**src/rtl/pea_pkg.sv**
```systemverilog
// pea_pkg -- shared types and constants for the FU issue controller.
//   fu_instr_t         : FU opcode driven on instr_i (static during a kernel)
//   issue_state_t      : issue FSM states
//   N_BITS             : operand / result datapath width
//   DIV_TIMEOUT_CYCLES : divider watchdog limit (used only with FU_ISSUE_DIV_TIMEOUT_EN)
package pea_pkg;

  localparam int N_BITS             = 32;
  localparam int DIV_TIMEOUT_CYCLES = 64;

  typedef enum logic [3:0] {
    FU_ADD  = 4'd0,
    FU_SUB  = 4'd1,
    FU_MUL  = 4'd2,
    FU_DIV  = 4'd3,
    FU_DIVU = 4'd4,
    FU_ACC  = 4'd5,
    FU_MAX  = 4'd6,
    FU_NOP  = 4'd7
  } fu_instr_t;

  typedef enum logic {
    IDLE     = 1'b0,
    WAIT_DIV = 1'b1
  } issue_state_t;

  // Multi-cycle opcodes: the FU returns fu_valid_i some cycles after issue.
  function automatic logic is_div(input fu_instr_t op);
    return (op == FU_DIV) || (op == FU_DIVU);
  endfunction

  // Opcodes whose result is kept in the accumulator for loopback.
  function automatic logic is_acc(input fu_instr_t op);
    return (op == FU_ACC) || (op == FU_MAX);
  endfunction

endpackage

```
**src/rtl/fu_result_slot.sv**
```systemverilog
// fu_result_slot -- one-entry valid/ready result register.
//   clk_i, rst_i          : clock, asynchronous active-high reset
//   in_valid_i, in_data_i : capture strobe and data (caller guarantees in_ready_o)
//   in_ready_o            : slot empty or being drained this cycle
//   out_valid_o/data_o    : held result, stable until out_ready_i
//   out_ready_i           : downstream accepts the result
module fu_result_slot
  import pea_pkg::*;
(
  input  logic              clk_i,
  input  logic              rst_i,
  input  logic              in_valid_i,
  input  logic [N_BITS-1:0] in_data_i,
  output logic              in_ready_o,
  output logic              out_valid_o,
  output logic [N_BITS-1:0] out_data_o,
  input  logic              out_ready_i
);

  logic              full_q, full_d;
  logic [N_BITS-1:0] data_q, data_d;

  always_comb begin
    full_d = full_q;
    data_d = data_q;
    // Capture wins over drain, so a simultaneous drain+capture keeps valid high.
    if (in_valid_i) begin
      full_d = 1'b1;
      data_d = in_data_i;
    end else if (out_ready_i) begin
      full_d = 1'b0;
    end
  end

  always_ff @(posedge clk_i or posedge rst_i) begin
    if (rst_i) begin
      full_q <= 1'b0;
      data_q <= '0;
    end else begin
      full_q <= full_d;
      data_q <= data_d;
    end
  end

  assign in_ready_o  = ~full_q | out_ready_i;
  assign out_valid_o = full_q;
  assign out_data_o  = data_q;

endmodule

```
**src/rtl/fu_issue_ctrl.sv**
```systemverilog
// fu_issue_ctrl -- operand slot, issue FSM and result buffer in front of a FU.
//   clk_i, rst_i              : clock, asynchronous active-high reset
//   instr_i                   : FU opcode (static per kernel)
//   reg_acc_value_i           : accumulation length, forwarded on fu_acc_value_o
//   in_a_i/in_b_i/in_valid_i  : upstream operand pair; in_ready_o accepts it
//   fu_a_o/fu_b_o             : operands to FU; b replaced by acc_q on loopback
//   fu_ops_valid_o            : issue strobe; fu_ready_i FU can accept
//   fu_valid_i/fu_res_i       : FU result; fu_acc_loopback_i selects acc on b
//   out_data_o/out_valid_o    : buffered result; out_ready_i downstream accept
//   err_o                     : sticky divider timeout (only with FU_ISSUE_DIV_TIMEOUT_EN)
// Optional feature macro: FU_ISSUE_DIV_TIMEOUT_EN adds the divider watchdog.
module fu_issue_ctrl
  import pea_pkg::*;
(
  input  logic              clk_i,
  input  logic              rst_i,
  input  fu_instr_t         instr_i,
  input  logic [7:0]        reg_acc_value_i,
  output logic [7:0]        fu_acc_value_o,
  input  logic [N_BITS-1:0] in_a_i,
  input  logic [N_BITS-1:0] in_b_i,
  input  logic              in_valid_i,
  output logic              in_ready_o,
  output logic [N_BITS-1:0] fu_a_o,
  output logic [N_BITS-1:0] fu_b_o,
  output logic              fu_ops_valid_o,
  input  logic              fu_ready_i,
  input  logic              fu_valid_i,
  input  logic [N_BITS-1:0] fu_res_i,
  input  logic              fu_acc_loopback_i,
`ifdef FU_ISSUE_DIV_TIMEOUT_EN
  output logic              err_o,
`endif
  output logic [N_BITS-1:0] out_data_o,
  output logic              out_valid_o,
  input  logic              out_ready_i
);

  issue_state_t      state_q, state_d;
  logic              slot_full_q, slot_full_d;
  logic [N_BITS-1:0] slot_a_q, slot_a_d;
  logic [N_BITS-1:0] slot_b_q, slot_b_d;
  logic [N_BITS-1:0] acc_q, acc_d;
  fu_instr_t         instr_q, instr_d;

  logic issue;
  logic in_fire;
  logic res_capture;
  logic res_in_ready;

`ifdef FU_ISSUE_DIV_TIMEOUT_EN
  localparam int CNT_W = $clog2(DIV_TIMEOUT_CYCLES + 1);
  logic [CNT_W-1:0] tmo_cnt_q, tmo_cnt_d;
  logic             err_q, err_d;
  logic             timeout;
`endif

  // ---------------- FSM: state register ----------------
  always_ff @(posedge clk_i or posedge rst_i) begin
    if (rst_i) state_q <= IDLE;
    else       state_q <= state_d;
  end

  // ---------------- FSM: next state ----------------
  always_comb begin
    state_d = state_q;
    unique case (state_q)
      IDLE:     if (issue && is_div(instr_i)) state_d = WAIT_DIV;
      WAIT_DIV: begin
        if (fu_valid_i) state_d = IDLE;
`ifdef FU_ISSUE_DIV_TIMEOUT_EN
        else if (timeout) state_d = IDLE;
`endif
      end
      default:  state_d = IDLE;
    endcase
  end

  // ---------------- FSM: outputs ----------------
  always_comb begin
    // Issue only if the result slot is guaranteed a free entry when the
    // combinational FU answers in the same cycle.
    issue = slot_full_q & fu_ready_i & (state_q == IDLE) & res_in_ready;
    // Results are accepted only when one is owed: same-cycle for non-DIV
    // issues, or the awaited divider completion. Stray valids are dropped.
    res_capture = fu_valid_i &
                  ((state_q == WAIT_DIV) | (issue & ~is_div(instr_i)));
`ifdef FU_ISSUE_DIV_TIMEOUT_EN
    // Completion on the last allowed cycle still counts as a success.
    timeout = (state_q == WAIT_DIV) & ~fu_valid_i &
              (tmo_cnt_q == CNT_W'(DIV_TIMEOUT_CYCLES - 1));
`endif
  end

  // ---------------- operand slot / accumulator ----------------
  always_comb begin
    in_ready_o  = ~slot_full_q | issue;
    in_fire     = in_valid_i & in_ready_o;
    slot_full_d = slot_full_q;
    slot_a_d    = slot_a_q;
    slot_b_d    = slot_b_q;
    if (in_fire) begin
      slot_full_d = 1'b1;
      slot_a_d    = in_a_i;
      slot_b_d    = in_b_i;
    end else if (issue) begin
      slot_full_d = 1'b0;
    end

    instr_d = instr_i;
    acc_d   = acc_q;
    // An opcode change starts a new kernel: drop the stale accumulator.
    if (instr_i != instr_q)  acc_d = '0;
    else if (issue)          acc_d = is_acc(instr_i) ? fu_res_i : '0;
  end

  always_ff @(posedge clk_i or posedge rst_i) begin
    if (rst_i) begin
      slot_full_q <= 1'b0;
      slot_a_q    <= '0;
      slot_b_q    <= '0;
      acc_q       <= '0;
      instr_q     <= FU_ADD;
    end else begin
      slot_full_q <= slot_full_d;
      slot_a_q    <= slot_a_d;
      slot_b_q    <= slot_b_d;
      acc_q       <= acc_d;
      instr_q     <= instr_d;
    end
  end

`ifdef FU_ISSUE_DIV_TIMEOUT_EN
  // ---------------- divider watchdog ----------------
  always_comb begin
    tmo_cnt_d = '0;
    if ((state_q == WAIT_DIV) && (state_d == WAIT_DIV)) tmo_cnt_d = tmo_cnt_q + 1'b1;
    err_d = err_q | timeout;
  end

  always_ff @(posedge clk_i or posedge rst_i) begin
    if (rst_i) begin
      tmo_cnt_q <= '0;
      err_q     <= 1'b0;
    end else begin
      tmo_cnt_q <= tmo_cnt_d;
      err_q     <= err_d;
    end
  end

  assign err_o = err_q;
`endif

  // ---------------- FU interface ----------------
  assign fu_ops_valid_o = issue;
  assign fu_a_o         = slot_a_q;
  assign fu_b_o         = fu_acc_loopback_i ? acc_q : slot_b_q;
  assign fu_acc_value_o = reg_acc_value_i;

  fu_result_slot u_res_slot (
    .clk_i       (clk_i),
    .rst_i       (rst_i),
    .in_valid_i  (res_capture),
    .in_data_i   (fu_res_i),
    .in_ready_o  (res_in_ready),
    .out_valid_o (out_valid_o),
    .out_data_o  (out_data_o),
    .out_ready_i (out_ready_i)
  );

endmodule
```
**config.mk**
```make
export PLATFORM = sky130hd
export DESIGN_NAME = fu_issue_ctrl
export DESIGN_NICKNAME = d
export VERILOG_FILES = /design/src/rtl/pea_pkg.sv /design/src/rtl/fu_result_slot.sv /design/src/rtl/fu_issue_ctrl.sv
export SDC_FILE = /design/constraint.sdc
export NUM_CORES = 1
export LEC_CHECK = 0
export CORE_MARGIN = 3
export CORE_UTILIZATION = 42
export CTS_CLUSTER_SIZE = 28
export DETAILED_ROUTE_END_ITERATION = 8
export PLACE_DENSITY = 0.76
export SYNTH_ARGS = -nofsm -noshare
export SYNTH_HDL_FRONTEND = slang
export SYNTH_SLANG_ARGS = --single-unit
export TNS_END_PERCENT = 50
```
**constraint.sdc**
```tcl
create_clock -name clk_i -period 4.7 [get_ports clk_i]
set_input_delay 0.94 -clock clk_i [delete_from_list [all_inputs] [get_ports clk_i]]
set_output_delay 0.94 -clock clk_i [all_outputs]
set_load 0.01 [all_outputs]
```
# Word-level counts from Yosys, hierarchy flattened
# Index checks and enable logic that the tools add are counted.
[totals]
ff_bits = 135
out_inout_bits = 107
word_cells = 43
[classes]
n_eq_ne = 5
mux = 11
bitwise = 13
n_reduce_logical = 6
[ops]
columns = ["operator", "n"]
rows = [
  ["$mux 32", 4],
  ["$eq 4x3->1 const B", 3],
  ["$and 1x1->1", 6],
  ["$mux 1", 6],
  ["$reduce_bool 2->1", 3],
  ["$eq 4x2->1 const B", 1],
  ["$ne 4x4->1", 1],
  ["$not 1->1", 4],
  ["$or 1x1->1", 3],
  ["$logic_or 1x1->1", 2],
  ["$pmux 1 s2", 1],
  ["$logic_and 1x1->1", 1],
]

# Logic depth before layout (Yosys ltp)
[depth]
ltp_word = 7
depth_mapped = 6
mapped_depth_nobuf = 4

# Cells and area by module
# Synthesis repeated with hierarchy kept, for this count alone.
[unflattened]
cells_unflattened = 422
hier_area_um2 = 5935.7
[by_module_without_submodules]
columns = ["mod", "n_inst", "cells_per_inst", "area_each_um2", "seq_area_each_um2"]
rows = [
  ["fu_issue_ctrl", 1, 350, 4553.1, 2552.4],
  ["fu_result_slot", 1, 72, 1382.6, 825.8],
]

# Least setup slack after synthesis
# OpenSTA, ideal clock, no wires.
[synth_path]
kind = "in2out"
start = "input fu_acc_loopback_i"
end = "output fu_b_o[10]"
arrival_ns = 1.695
required_ns = 3.760
setup_slack_ns = 2.065
cell_stages = 3
path_cell_list = "clkbuf_1 buf_2 mux2_2"
[synth_between]
elab_chain_len = 1
[synth_rtl]
columns = ["element", "line_no", "source"]
rows = [
  ["start, declared", "fu_issue_ctrl.sv:30", "input logic fu_acc_loopback_i,"],
  ["$mux 32", "fu_issue_ctrl.sv:157", "assign fu_b_o = fu_acc_loopback_i ? acc_q : slot_b_q;"],
  ["end, declared", "fu_issue_ctrl.sv:25", "output logic [N_BITS-1:0] fu_b_o,"],
]
# Every way passes these cells.

# Worst setup path after layout
[layout_path]
start = "input fu_acc_loopback_i"
end = "output fu_b_o[6]"
# Same word-level chain as after synthesis.

==> results.md <==
### Place
* 0.8461 — RD Place Congestion
* 8673 µm² — placed cell areas
* 974 — placed insts
* 205 — PortBufs
* 13.05 mm — detailed placer's ending HPWL

### Job
* 0 — count of maximum capacitance violations

### Global routing
* 109 — maximum number of pins on one net before global-route repair
* 0 — antenna violations before repair
* 5954 — vias in the first global route
* 31.98 mm — global-route wire length before repair
* 22.59% — overall global routing resource usage
* 0 — total congestion overflow

### Cells and area
* 1006 — Finished Layout Cells
* 0 — count of inserted antenna diode cells
* 39.46% — area delta synth->final
* 60.53% — final core area utilization
* 18.49% — ratio of cells with drive above 1 in the final layout
* 9304 µm² — Design Area, Final
* 897 — fin nets

### Synthesis
* 50.64% — portion of synthesized cell area occupied by the leading cell type
* 6671 µm² — summed instance area of the synthesized netlist
* 135 — number of flip-flops and latches in the synthesized netlist
* 0.6564% — Post-Synth XOR/XNOR Area
* 730 — synthesized netlist net count
* dfrtp_1 (135), mux2_2 (96), nand4_1 (66), inv_1 (35) — top post-synthesis cells by count
* dfrtp_1 — cell with the most instances after synthesis
* 0 — Yosys warning count
* 27 — count of cell types in the netlist
* 12.58% — compound-cell area share of the yosys netlist
* multiplexers — combinational family with the most area after synthesis
* 16.20% — share of synthesized area spent on multiplexers
* 100.0% — ys async rst share
* 0 — number of flops mapped to enable cells by yosys
* 10.85 µm² — Post-Synthesis Mean Instance Area
* dfrtp_1 (51%), mux2_2 (16%), nand4_1 (6.2%) — top post-synthesis cells by area
* 50.64% — Seq/Total Area, Yosys
* dfrtp_1 — most used flip-flop cell after synthesis
* 0% — post-synthesis adder-cell area fraction
* 615 — Gate Count Post-Synth
* dfrtp_1 — post-synth top area cell
* 11.63% — share of synthesized cell area in and, or, nand and nor gates

### Floorplanning
* 132.0 µm — overall die height
* 132.0 µm — width of the chip
* 222 — # IOs
* 43.40% — Initial Utilization
* 45 — number of cell rows
* 17430 µm² — overall die area
* 15370 µm² — Std-Cell Core Area

### Setup path
* output port — kind of capture point of the worst setup path
* in -> out — CP Class
* 2.35 ns — register-to-register setup slack
* buf_2 -> mux2_2 -> clkdlybuf4s50_1 — CP Cell Sequence
* 3 — worst-case reg-to-reg path depth
* buffers and inverters — cell class contributing the biggest share of worst-path delay
* slot_full_q$_DFFE_PP0P_ — launch point of the worst reg-to-reg path
* 32 — crit path max fanout
* 2 — combined buffer and inverter count along the critical path
* fu_a_o[16]$_DFFE_PP0P_ — FF-to-FF End
* 2.46 ns — data arrival time at the worst-slack endpoint
* 3.76 ns — endpoint required time on the critical path
* input port — critical path startpoint category
* buf_2 — cell with the largest stage delay on the worst path
* 0.60 ns — CP peak stage delay

### Clock tree
* 17 — clock buffers created by TritonCTS
* 0.42 ns — later-pin clock latency in the skew report
* 135 — TritonCTS Sinks
* 0.06 ns — register clock-pin slew on the reported worst setup and hold paths
* built — CTS tree
* clkbuf_16 — library cell used as clock root buffer
* 0 — post-CTS setup buffer count
* 4 — H-tree depth
* 2 — maximum buffer depth of the clock tree
* 0 — count of hold-fix buffers inserted at cts
* 0 — quantity of gates resized following cts

### STA
* 16.75% — headroom to the max-slew limit
* 293.7 MHz — upper clock frequency limit
* 0 — final setup violation count
* 0 — total count of hold-check failures in the final report
* 0 ns — aggregate negative setup slack
* no — setup repair after global routing missed its margin
* 72.44% — crit share post-route
* 3.404 ns — Final Critical Period
* 0 — final-report max-slew violation count
* 1.249 ns — Worst Max-Slew Pin Slew
* 0.008554 ns — clock skew after layout

### Pwr
* 3.998 mW — total power
* 429.7 nW/µm² — pwr/cell area
* 0.2699 mV — maximum VDD drop
* 3.690 nW — static leakage

### Detailed routing
* 412 — 1st-iter DRT viols
* 6 — TritonRoute pass-1 iters
* 0 — DRC viols
* 5756 — via count
* 19.58 µm — WL per Instance
* 19.69 mm — total wire length after detailed routing
* 5.722 — via density per instance
* 0 — Final ANT Viol Nets

### Worst hold path
* slot_b_q[21]$_DFFE_PP0P_ — Worst Hold Launch
* reg -> reg — Worst Hold Class
* slot_b_q[21]$_DFFE_PP0P_ — worst min-delay path endpoint
* 1 — number of cells on the worst hold path

### Run status
* finished, final reports clean — run status

## cells by family (layout without fill, tap and decap cells)
family | Yosys count | after routing
simple gates | 141 | 141
flops | 135 | 135
compound gates | 133 | 133
buf+inv | 105 | 285
mux | 96 | 96
xor+xnor | 5 | 5
## placed cells by master, fill, tap and decap left out, types with 3 or more instances in the layout
master | Yosys | layout
inv_1 | 35 | 34
clkbuf_16 | 0 | 17
o311ai_1 | 14 | 14
o21ai_0 | 33 | 33
nand4_1 | 66 | 66
a21oi_1 | 33 | 33
bufinv_16 | 0 | 4
o311ai_0 | 18 | 18
buf_4 | 11 | 12
clkinvlp_4 | 0 | 3
nand3_1 | 33 | 33
nand2b_1 | 3 | 3
a31oi_1 | 33 | 32
xnor2_1 | 5 | 5
inv_6 | 0 | 3
dfrtp_1 | 135 | 134
nand2_1 | 32 | 32
mux2_2 | 96 | 96
clkdlybuf4s50_1 | 0 | 203
## per-stage QoR
step,setup WS [ns],hold slack (ns)
after floorplan,0.1489,0.4753
after global placement,1.355,0.4823
after detailed placement,1.278,0.4932
after CTS,1.281,0.5067
after global routing,1.225,0.5144
final,1.296,0.5032
## final cells by class
cell class	instances	area, µm²
fill	1211	6067
tap	211	264.0
sequential	135	3379
clock buffer	21	460.4
clock inverter	11	170.2
multi-input combinational	375	2758
inverter	36	140.1
timing repair buffer	217	2132
## report_power, final
group	internal [mW]	switching (mW)	total, mW	leakage (nW)
clock network	0.917	0.509	1.43	0.300
logic	0.596	0.475	1.07	1.77
registers	1.36	0.140	1.50	1.62
total	2.87	1.12	4.00	3.69
## routing by layer
| metal | vias up | wire [µm] | global-route usage (%) |
|---|---|---|---|
| li1 | 2614 | - | - |
| met1 | 2855 | 8068 | 28.48 |
| met2 | 258 | 9930 | 38.08 |
| met3 | 29 | 1344 | 5.573 |
| met4 | 0 | 350 | 7.760 |
| met5 | - | 0 | 0 |
## how the worst max path moves through the flow
stage,start,to,slack (ns),cells past startpoint
after floorplan,rst_i,acc_q[0]$_DFFE_PP0P_,0.15,1
after global placement,fu_acc_loopback_i,fu_b_o[24],1.35,3
after detailed placement,fu_acc_loopback_i,fu_b_o[6],1.28,3
after CTS,fu_acc_loopback_i,fu_b_o[6],1.28,3
after global routing,fu_acc_loopback_i,fu_b_o[6],1.22,3
final,fu_acc_loopback_i,fu_b_o[6],1.30,3
## sequential cells by signal, indices dropped and copies added (netlist names)
signal and flops:
acc_q 32, fu_a_o 32, slot_b_q 32, u_res_slot.out_data_o 32, instr_q 4, slot_full_q 1, state_q 1, u_res_slot.out_valid_o 1
## worst reg2reg max path, delay by kind of cell (launching register included)
family,cells,cell delay (ns)
muxes,1,0.49
DFF,1,0.92
and+or+nand+nor,1,0.64
AOI/OAI and AO/OA,1,0.17
Power figures use the tool's default switching activity.
